**src/rtl/mem_port_arbiter_if.sv**
```systemverilog
// Bus bundle between the fetch/memory stages, the arbiter and the unified memory.
// The slave modport is the arbiter's view; the master modport is the view of
// the requesters and the memory model that surround it.
interface mem_port_arbiter_if #(
    parameter int N = 64
);
    logic         if_req;
    logic [31:0]  if_adr;
    logic         if_ack;
    logic [31:0]  if_rdata;
    logic         d_req;
    logic [1:0]   d_we;
    logic [N-1:0] d_adr;
    logic [N-1:0] d_wdata;
    logic         d_ack;
    logic [N-1:0] d_rdata;
    logic [1:0]   m_memwrite;
    logic [N-1:0] m_adr;
    logic [N-1:0] m_wdata;
    logic [N-1:0] m_rdata;
    logic         busy;

    modport slave (
        input  if_req, if_adr, d_req, d_we, d_adr, d_wdata, m_rdata,
        output if_ack, if_rdata, d_ack, d_rdata, m_memwrite, m_adr, m_wdata, busy
    );

    modport master (
        output if_req, if_adr, d_req, d_we, d_adr, d_wdata, m_rdata,
        input  if_ack, if_rdata, d_ack, d_rdata, m_memwrite, m_adr, m_wdata, busy
    );
endinterface

```
**src/rtl/mem_port_arbiter.sv**
```systemverilog
// Arbiter sharing the single-ported unified memory between instruction fetch
// and data access. Each access runs IDLE -> ACCESS -> RESP; the owner gets a
// one-cycle ack with its read data. D wins ties unless IF has been passed over
// STARVE_MAX times in a row.
// Optional feature: define MEM_ARB_STATS_EN to add grant and stall counters.
module mem_port_arbiter #(
    parameter int N          = 64,
    parameter int LAT        = 3,
    parameter int STARVE_MAX = 4
) (
    input  logic                clk,
    input  logic                reset,
    mem_port_arbiter_if.slave   bus
`ifdef MEM_ARB_STATS_EN
    ,
    output logic [31:0]         if_grant_cnt,
    output logic [31:0]         d_grant_cnt,
    output logic [31:0]         stall_cnt
`endif
);

    localparam int               SW       = $clog2(STARVE_MAX + 1);
    localparam logic [3:0]       LAT_C    = 4'(LAT);
    localparam logic [SW-1:0]    STARVE_C = SW'(STARVE_MAX);

    typedef enum logic [1:0] {
        IDLE   = 2'd0,
        ACCESS = 2'd1,
        RESP   = 2'd2
    } state_t;

    state_t         state_q, state_nxt;
    logic [3:0]     cnt_q, cnt_nxt;
    logic [SW-1:0]  starve_q, starve_nxt;
    logic           owner_d_q, owner_d_nxt;     // 1: D owns the access, 0: IF
    logic           sel_lo_q, sel_lo_nxt;       // latched if_adr[2]
    logic [1:0]     memwrite_q, memwrite_nxt;
    logic [N-1:0]   adr_q, adr_nxt;
    logic [N-1:0]   wdata_q, wdata_nxt;
    logic           if_ack_q, if_ack_nxt;
    logic [31:0]    if_rdata_q, if_rdata_nxt;
    logic           d_ack_q, d_ack_nxt;
    logic [N-1:0]   d_rdata_q, d_rdata_nxt;
    logic           grant_d;
    logic           grant_if;

    // D wins unless IF has already been starved STARVE_MAX times.
    assign grant_d  = (state_q == IDLE) && bus.d_req &&
                      !(bus.if_req && (starve_q == STARVE_C));
    assign grant_if = (state_q == IDLE) && bus.if_req && !grant_d;

    assign bus.m_memwrite = memwrite_q;
    assign bus.m_adr      = adr_q;
    assign bus.m_wdata    = wdata_q;
    assign bus.if_ack     = if_ack_q;
    assign bus.if_rdata   = if_rdata_q;
    assign bus.d_ack      = d_ack_q;
    assign bus.d_rdata    = d_rdata_q;
    assign bus.busy       = (state_q != IDLE);

    // State and every registered output; reset clears everything at once, even mid-access.
    always_ff @(posedge clk or negedge reset) begin
        if (!reset) begin
            state_q    <= IDLE;
            cnt_q      <= '0;
            starve_q   <= '0;
            owner_d_q  <= 1'b0;
            sel_lo_q   <= 1'b0;
            memwrite_q <= '0;
            adr_q      <= '0;
            wdata_q    <= '0;
            if_ack_q   <= 1'b0;
            if_rdata_q <= '0;
            d_ack_q    <= 1'b0;
            d_rdata_q  <= '0;
        end else begin
            state_q    <= state_nxt;
            cnt_q      <= cnt_nxt;
            starve_q   <= starve_nxt;
            owner_d_q  <= owner_d_nxt;
            sel_lo_q   <= sel_lo_nxt;
            memwrite_q <= memwrite_nxt;
            adr_q      <= adr_nxt;
            wdata_q    <= wdata_nxt;
            if_ack_q   <= if_ack_nxt;
            if_rdata_q <= if_rdata_nxt;
            d_ack_q    <= d_ack_nxt;
            d_rdata_q  <= d_rdata_nxt;
        end
    end

    // Next-state: any request starts an access; the wait counter ends it.
    always_comb begin
        state_nxt = state_q;
        case (state_q)
            IDLE:    if (bus.if_req || bus.d_req) state_nxt = ACCESS;
            ACCESS:  if (cnt_q == 4'd0)           state_nxt = RESP;
            RESP:                                 state_nxt = IDLE;
            default:                              state_nxt = IDLE;
        endcase
    end

    // Output/datapath next values: latch the grant, pulse the write, capture read data.
    always_comb begin
        cnt_nxt      = cnt_q;
        starve_nxt   = starve_q;
        owner_d_nxt  = owner_d_q;
        sel_lo_nxt   = sel_lo_q;
        memwrite_nxt = memwrite_q;
        adr_nxt      = adr_q;
        wdata_nxt    = wdata_q;
        if_ack_nxt   = if_ack_q;
        if_rdata_nxt = if_rdata_q;
        d_ack_nxt    = d_ack_q;
        d_rdata_nxt  = d_rdata_q;
        case (state_q)
            IDLE: begin
                // Starvation bookkeeping only matters while IF is waiting.
                if (!bus.if_req || grant_if) begin
                    starve_nxt = '0;
                end else if (grant_d && (starve_q != STARVE_C)) begin
                    starve_nxt = starve_q + SW'(1);
                end
                if (grant_d) begin
                    owner_d_nxt = 1'b1;
                    adr_nxt     = bus.d_adr;
                    cnt_nxt     = LAT_C;
                    if (bus.d_we != 2'd0) begin
                        memwrite_nxt = bus.d_we;
                        wdata_nxt    = bus.d_wdata;
                    end
                end else if (grant_if) begin
                    owner_d_nxt = 1'b0;
                    adr_nxt     = N'(bus.if_adr);
                    sel_lo_nxt  = bus.if_adr[2];
                    cnt_nxt     = LAT_C;
                end
            end
            ACCESS: begin
                // The write strobe lives only for the first access cycle.
                memwrite_nxt = 2'd0;
                if (cnt_q != 4'd0) begin
                    cnt_nxt = cnt_q - 4'd1;
                end else if (owner_d_q) begin
                    d_rdata_nxt = bus.m_rdata;
                    d_ack_nxt   = 1'b1;
                end else begin
                    if_rdata_nxt = sel_lo_q ? bus.m_rdata[31:0] : bus.m_rdata[63:32];
                    if_ack_nxt   = 1'b1;
                end
            end
            RESP: begin
                if_ack_nxt = 1'b0;
                d_ack_nxt  = 1'b0;
            end
            default: begin
                if_ack_nxt = 1'b0;
                d_ack_nxt  = 1'b0;
            end
        endcase
    end

`ifdef MEM_ARB_STATS_EN
    // Grant counts per port and cycles spent with a request outstanding.
    always_ff @(posedge clk or negedge reset) begin
        if (!reset) begin
            if_grant_cnt <= '0;
            d_grant_cnt  <= '0;
            stall_cnt    <= '0;
        end else begin
            if (grant_if) if_grant_cnt <= if_grant_cnt + 32'd1;
            if (grant_d)  d_grant_cnt  <= d_grant_cnt + 32'd1;
            if ((bus.if_req || bus.d_req) && !(if_ack_q || d_ack_q))
                stall_cnt <= stall_cnt + 32'd1;
        end
    end
`endif

endmodule

```
**src/flat_wrapper.sv**
```systemverilog
// flat-port wrapper written by rule: the top's interface ports become plain ports
module mem_port_arbiter_flat 
#(
    parameter int N          = 64,
    parameter int LAT        = 3,
    parameter int STARVE_MAX = 4
)
  (clk, reset, bus_if_req, bus_if_adr, bus_d_req, bus_d_we, bus_d_adr, bus_d_wdata, bus_m_rdata, bus_if_ack, bus_if_rdata, bus_d_ack, bus_d_rdata, bus_m_memwrite, bus_m_adr, bus_m_wdata, bus_busy);
  mem_port_arbiter_if #(.N(N)) bus_i ();
  input  logic clk;
  input  logic reset;
  input wire logic [$bits(bus_i.if_req)-1:0] bus_if_req;
  input wire logic [$bits(bus_i.if_adr)-1:0] bus_if_adr;
  input wire logic [$bits(bus_i.d_req)-1:0] bus_d_req;
  input wire logic [$bits(bus_i.d_we)-1:0] bus_d_we;
  input wire logic [$bits(bus_i.d_adr)-1:0] bus_d_adr;
  input wire logic [$bits(bus_i.d_wdata)-1:0] bus_d_wdata;
  input wire logic [$bits(bus_i.m_rdata)-1:0] bus_m_rdata;
  output wire logic [$bits(bus_i.if_ack)-1:0] bus_if_ack;
  output wire logic [$bits(bus_i.if_rdata)-1:0] bus_if_rdata;
  output wire logic [$bits(bus_i.d_ack)-1:0] bus_d_ack;
  output wire logic [$bits(bus_i.d_rdata)-1:0] bus_d_rdata;
  output wire logic [$bits(bus_i.m_memwrite)-1:0] bus_m_memwrite;
  output wire logic [$bits(bus_i.m_adr)-1:0] bus_m_adr;
  output wire logic [$bits(bus_i.m_wdata)-1:0] bus_m_wdata;
  output wire logic [$bits(bus_i.busy)-1:0] bus_busy;
  assign bus_i.if_req = bus_if_req;
  assign bus_i.if_adr = bus_if_adr;
  assign bus_i.d_req = bus_d_req;
  assign bus_i.d_we = bus_d_we;
  assign bus_i.d_adr = bus_d_adr;
  assign bus_i.d_wdata = bus_d_wdata;
  assign bus_i.m_rdata = bus_m_rdata;
  assign bus_if_ack = bus_i.if_ack;
  assign bus_if_rdata = bus_i.if_rdata;
  assign bus_d_ack = bus_i.d_ack;
  assign bus_d_rdata = bus_i.d_rdata;
  assign bus_m_memwrite = bus_i.m_memwrite;
  assign bus_m_adr = bus_i.m_adr;
  assign bus_m_wdata = bus_i.m_wdata;
  assign bus_busy = bus_i.busy;
  mem_port_arbiter #(.N(N), .LAT(LAT), .STARVE_MAX(STARVE_MAX)) u_core (.clk(clk), .reset(reset), .bus(bus_i));
endmodule
```
**config.mk**
```make
export PLATFORM = sky130hd
export DESIGN_NAME = mem_port_arbiter_flat
export DESIGN_NICKNAME = d
export VERILOG_FILES = /design/src/rtl/mem_port_arbiter_if.sv /design/src/rtl/mem_port_arbiter.sv /design/src/flat_wrapper.sv
export SDC_FILE = /design/constraint.sdc
export NUM_CORES = 1
export LEC_CHECK = 0
export ABC_CLOCK_PERIOD_IN_PS = 3100
export BUFFER_PORTS_ARGS = -buffer_cell sky130_fd_sc_hd__buf_2
export CORE_AREA = 2 2 178 180
export DETAILED_ROUTE_END_ITERATION = 8
export DIE_AREA = 0 0 180 182
export GPL_TIMING_DRIVEN = 0
export PLACE_DENSITY = 0.67
export RECOVER_POWER = 50
export SLEW_MARGIN = 20
export SYNTH_ARGS = -nofsm -noshare
export SYNTH_HDL_FRONTEND = slang
export SYNTH_SLANG_ARGS = --single-unit
```
**constraint.sdc**
```tcl
create_clock -name clk -period 3.1 [get_ports clk]
set_input_delay 0.465 -clock clk [delete_from_list [all_inputs] [get_ports clk]]
set_output_delay 0.465 -clock clk [all_outputs]
set_load 0.05 [all_outputs]
```
Word-level counts from Yosys, hierarchy flattened --
Index checks and enable logic that the tools add are counted.
Storage, ports and cells: output and inout bits 229, input bits 230, word-level logic and storage cells 83, bits in registers 239
Operators by class: bitwise operators 4, reduce and logical (&&, ||, !) cells 30, $add $sub $neg 2, equality and inequality tests 12, multiplexer cells 23
Operators with widths (count):
- 2-to-1 mux 64 bit | 2
- 2-to-1 mux 32 bit | 1
- AND reduction 3 bit | 8
- 2-to-1 mux 4 bit | 3
- nonzero test 2 bit | 5
- 2-to-1 mux 2 bit | 4
- inequality test 2 x 1 -> 1 bit, second input constant | 4
- inequality test 2 bit, second input constant | 4
- case mux 2 bit (2 select lines) | 2
- case mux 4 bit (2 select lines) | 1
- logical AND 1 bit | 6
- 2-to-1 mux 1 bit | 6
- 2-to-1 mux 3 bit | 2
- AND reduction 2 bit | 3
- logical NOT 4 bit | 1
- inverter 1 bit | 4
- case mux 1 bit (2 select lines) | 2
- nonzero test 4 bit | 1
- subtractor 4 x 1 -> 4 bit, second input constant | 1
- adder 3 x 1 -> 3 bit, second input constant | 1
- == test 3 bit, second input constant | 1
- logical NOT 1 bit | 3
- inequality test 3 x 1 -> 1 bit, second input constant | 1
- inequality test 3 bit, second input constant | 1
- 3 further kinds | 4

Longest topological paths before layout --
word-level depth 9, depth in mapped cells 7, gate-level depth less buffers 5

Least setup slack after synthesis --
Ideal clock, no wire load.
kind register to register, start point register u_core.cnt_q[0], end point register u_core.d_rdata_q[13], in the netlist u_core.bus.d_rdata[13], cell stages (with the launch flop) 8, slack 1279 ps, arrival 1693 ps, path buffers 2, required time 2972 ps, cell sequence dfrtp_1 -> inv_1 -> ha_1 -> nor3b_2 -> nand3_1 -> buf_4 -> buf_6 -> mux2_1
On the way: cells in the longest elaborated chain, start to end 3
Ends and longest elaborated chain:
- start: declaration | line mem_port_arbiter.sv:33 | logic [3:0] cnt_q, cnt_nxt;
- start signal: assignment | line mem_port_arbiter.sv:78 | cnt_q <= cnt_nxt;
- nonzero test 4 bit | line mem_port_arbiter.sv:142 | if (cnt_q != 4'd0) begin
- inverter 1 bit (no line)
- AND reduction 3 bit (no line)
- end signal: assignment | line mem_port_arbiter.sv:88 | d_rdata_q <= d_rdata_nxt;
- end: declaration | line mem_port_arbiter.sv:43 | logic [N-1:0] d_rdata_q, d_rdata_nxt;
Every way passes these cells. A chain may end at the register's enable or synchronous reset.

Worst setup path after layout --
start point register u_core.state_q[1], end point output port bus_busy
On the way: cells in the longest elaborated chain, start to end 1
Ends and longest elaborated chain:
- start: declaration | line mem_port_arbiter.sv:32 | state_t state_q, state_nxt;
- start signal: assignment | line mem_port_arbiter.sv:77 | state_q <= state_nxt;
- nonzero test 2 bit | line mem_port_arbiter.sv:59 | assign bus.busy = (state_q != IDLE);
- end: declaration | line flat_wrapper.sv:26 | output wire logic [$bits(bus_i.busy)-1:0] bus_busy;
Every way passes these cells.

==> metrics <==
share of layout cells above drive strength 1=0.395; filler cell count=3002; Resized Gates After CTS=0; Root Buffer=clkbuf_16; hold crit path type=input port to register; Site Rows=65; Max Freq=375 MHz; critical path arrival=2200 ps; First DRT Iteration DRCs=415; Mapped Area=9860 µm²; I/O Pins=459; Final Max Slew Viols=0; Leak=0.00626 µW; drt drc=0; CTS tree=yes; clock sink total=239; Hold Fails Final Rpt=0; latest clock arrival within the worst-skew pair=520 ps; Post-CTS Setup Bufs=0; Seq pwr share=0.296; Synth Net Count=976; TNS Setup=0 ps; first-pass GRT wire length=48200 µm; Pwr Total=18400 µW; fin nets=1465; Starting Density=0.318; Post-CTS Hold Buffers=1; pwr dens=1370 nW/µm²; CORE AREA=31000 µm²; slew margin rel.=0.00395; vias per inst=4.95; CTS Buf Count=26; post-route minimum period=2660 ps; drt first pass iters=5; Clock Path Buffers=3; Die Y=182 µm; VDD IR max=0.775 mV; Syn Inst Count=743; initial antenna violation count=1; die extent in x=180 µm; ANT nets after route=0; failing checks=capacitance limit; Post-Route Utilization=0.433; Seq cells post-synth=239; Vias=8190; crit path max fanout=10; startpoint types=register; endpoint class of the critical path=output pin; Setup Viol. Count Final=0; DR WL/cell=19.0 µm; combinational share of power=0.536; full die area=32800 µm²; port bufs=458; worst slew pin tran=1490 ps; Total GRT Usage=0.185; WL final=31400 µm; post-place setup slack=481 ps; Synth-to-Final Area Change=36.1%; Diodes inserted=0; Clock Skew=8.98 ps; vias in the first global route=8381; final worst slack=435 ps; Seq/Total Area, Yosys=0.607; maximum capacitance violations=1; commonest cells after routing, fill and taps aside=360 x buf_2, 239 x dfrtp_1, 153 x clkbuf_1, 79 x mux2_2, 49 x mux2_1; DP HPWL=24100 µm; Final GP Congestion=0.794; pin count of the biggest net entering global routing=98; Synth Area per Inst=13.3 µm²; global route total overflow=0; Cell Int Power=8780 µW; H-tree depth=1; RSZ-0062 raised after global routing=false; P_sw=9610 µW; crit path kind=register to output pin; commonest non-fill, non-tap cell in the layout=buf_2; outcome=finished, violations left; Worst EP required=2630 ps; worst hold slack=166 ps; Unique masters post-synth=41; switching share of total power=0.522; yosys warns=0; final worst path period share=0.860; power share of the clock group=0.168; clock-pin transition on the worst setup and hold timing paths=60 ps
-- power by group through the flow --
stage               combinational [µW]  sequential [µW]  clock, µW
CTS                              10100             5400       3180
floorplan                         2460            10400          0
detailed placement               10100             5420          0
global placement                 10000             5380          0
global route                     10300             5620       3310
finish                            9860             5440       3090
-- synth_stat cells, drive strengths merged --
cell type | number | share of area
a21oi | 33 | 0.017
nand2 | 3 | 0.0011
mux2i | 32 | 0.032
nand3 | 5 | 0.0025
and2 | 1 | 0.00063
a22o | 32 | 0.028
o21ai | 37 | 0.019
mux2 | 128 | 0.15
nand2b | 1 | 0.00063
a32o | 3 | 0.0030
buf | 27 | 0.016
nor3b | 4 | 0.0047
o2111ai | 32 | 0.028
and3 | 2 | 0.0013
o21a | 1 | 0.00076
nand3b | 1 | 0.00076
or3 | 1 | 0.00063
clkbuf | 34 | 0.013
o22ai | 2 | 0.0013
nor2b | 1 | 0.00063
or3b | 1 | 0.00089
nor2 | 5 | 0.0019
a31oi | 35 | 0.022
or4 | 1 | 0.00076
clkinv | 2 | 0.00076
a31o | 1 | 0.00089
a21bo | 1 | 0.0010
dfrtp | 239 | 0.61
nand4 | 1 | 0.00063
ha | 3 | 0.0038
inv | 39 | 0.015
nor3 | 1 | 0.0010
o211ai | 34 | 0.026
-- logic make-up after synthesis --
| family | Yosys count | synth area share |
|---|---|---|
| AOI/OAI and AO/OA | 211 | 0.148 |
| adders and majority gates | 3 | 0.00381 |
| buffers and inverters | 102 | 0.0448 |
| DFF | 239 | 0.607 |
| muxes | 160 | 0.179 |
| and+or+nand+nor | 28 | 0.0181 |
-- worst max-delay path, stage by stage, from the launching register on --
cell	delay, ps
dfrtp_1	550
nor2_1	110
clkinv_1	190
clkbuf_1	460
buf_2	370
-- metrics by stage --
stage / cells / cell area, µm²
after global routing: 1653 / 13400
after detailed placement: 1605 / 12700
after global placement: 1603 / 12700
after floorplan: 743 / 9860
final: 1653 / 13400
after CTS: 1653 / 13600
-- path summary, 6_finish.rpt --
check                           slack [ps]  depth (start not counted)                               start                                  to
worst max-delay path                   440                          4       u_core.state_q[1]$_DFFE_PN0P_                            bus_busy
worst min-delay path                   170                          2                       bus_d_adr[34]    u_core.bus.m_adr[34]$_DFFE_PN0P_
worst max register to register         770                          7      u_core.starve_q[0]$_DFFE_PN0P_    u_core.bus.m_adr[58]$_DFFE_PN0P_
worst min register to register         490                          1  u_core.bus.d_rdata[22]$_DFFE_PN0P_  u_core.bus.d_rdata[22]$_DFFE_PN0P_
max in group asynchronous              670                          3                               reset    u_core.bus.m_adr[21]$_DFFE_PN0P_
min in group asynchronous              850                          2                               reset   u_core.bus.d_rdata[0]$_DFFE_PN0P_
-- final cells by class --
cell class	count	area (µm²)	area share
Multi-Input combinational cell	402	3440	0.256
Sequential cell	239	5980	0.446
Clock buffer	42	802	0.0598
Timing Repair Buffer	461	2200	0.164
Buffer	61	288	0.0214
Inverter	41	154	0.0115
Tap cell	402	503	0.0375
Clock inverter	5	50.0	0.00373
-- routing by layer --
layer,wire [µm],part of all wire,track usage
met2,15400,0.49,0.316
met3,1910,0.061,0.0331
met4,697,0.022,0.0504
met1,13400,0.43,0.242
met5,13,0.00041,0
-- flip-flops by register name, indices dropped and copies added, names as in the netlist --
name,cells
u_core.bus.d_rdata,64
u_core.bus.m_adr,64
u_core.bus.m_wdata,64
u_core.bus.if_rdata,32
u_core.cnt_q,4
u_core.starve_q,3
u_core.bus.m_memwrite,2
u_core.state_q,2
u_core.bus.d_ack,1
u_core.bus.if_ack,1
u_core.owner_d_q,1
u_core.sel_lo_q,1
Power figures use the tool's default switching activity.
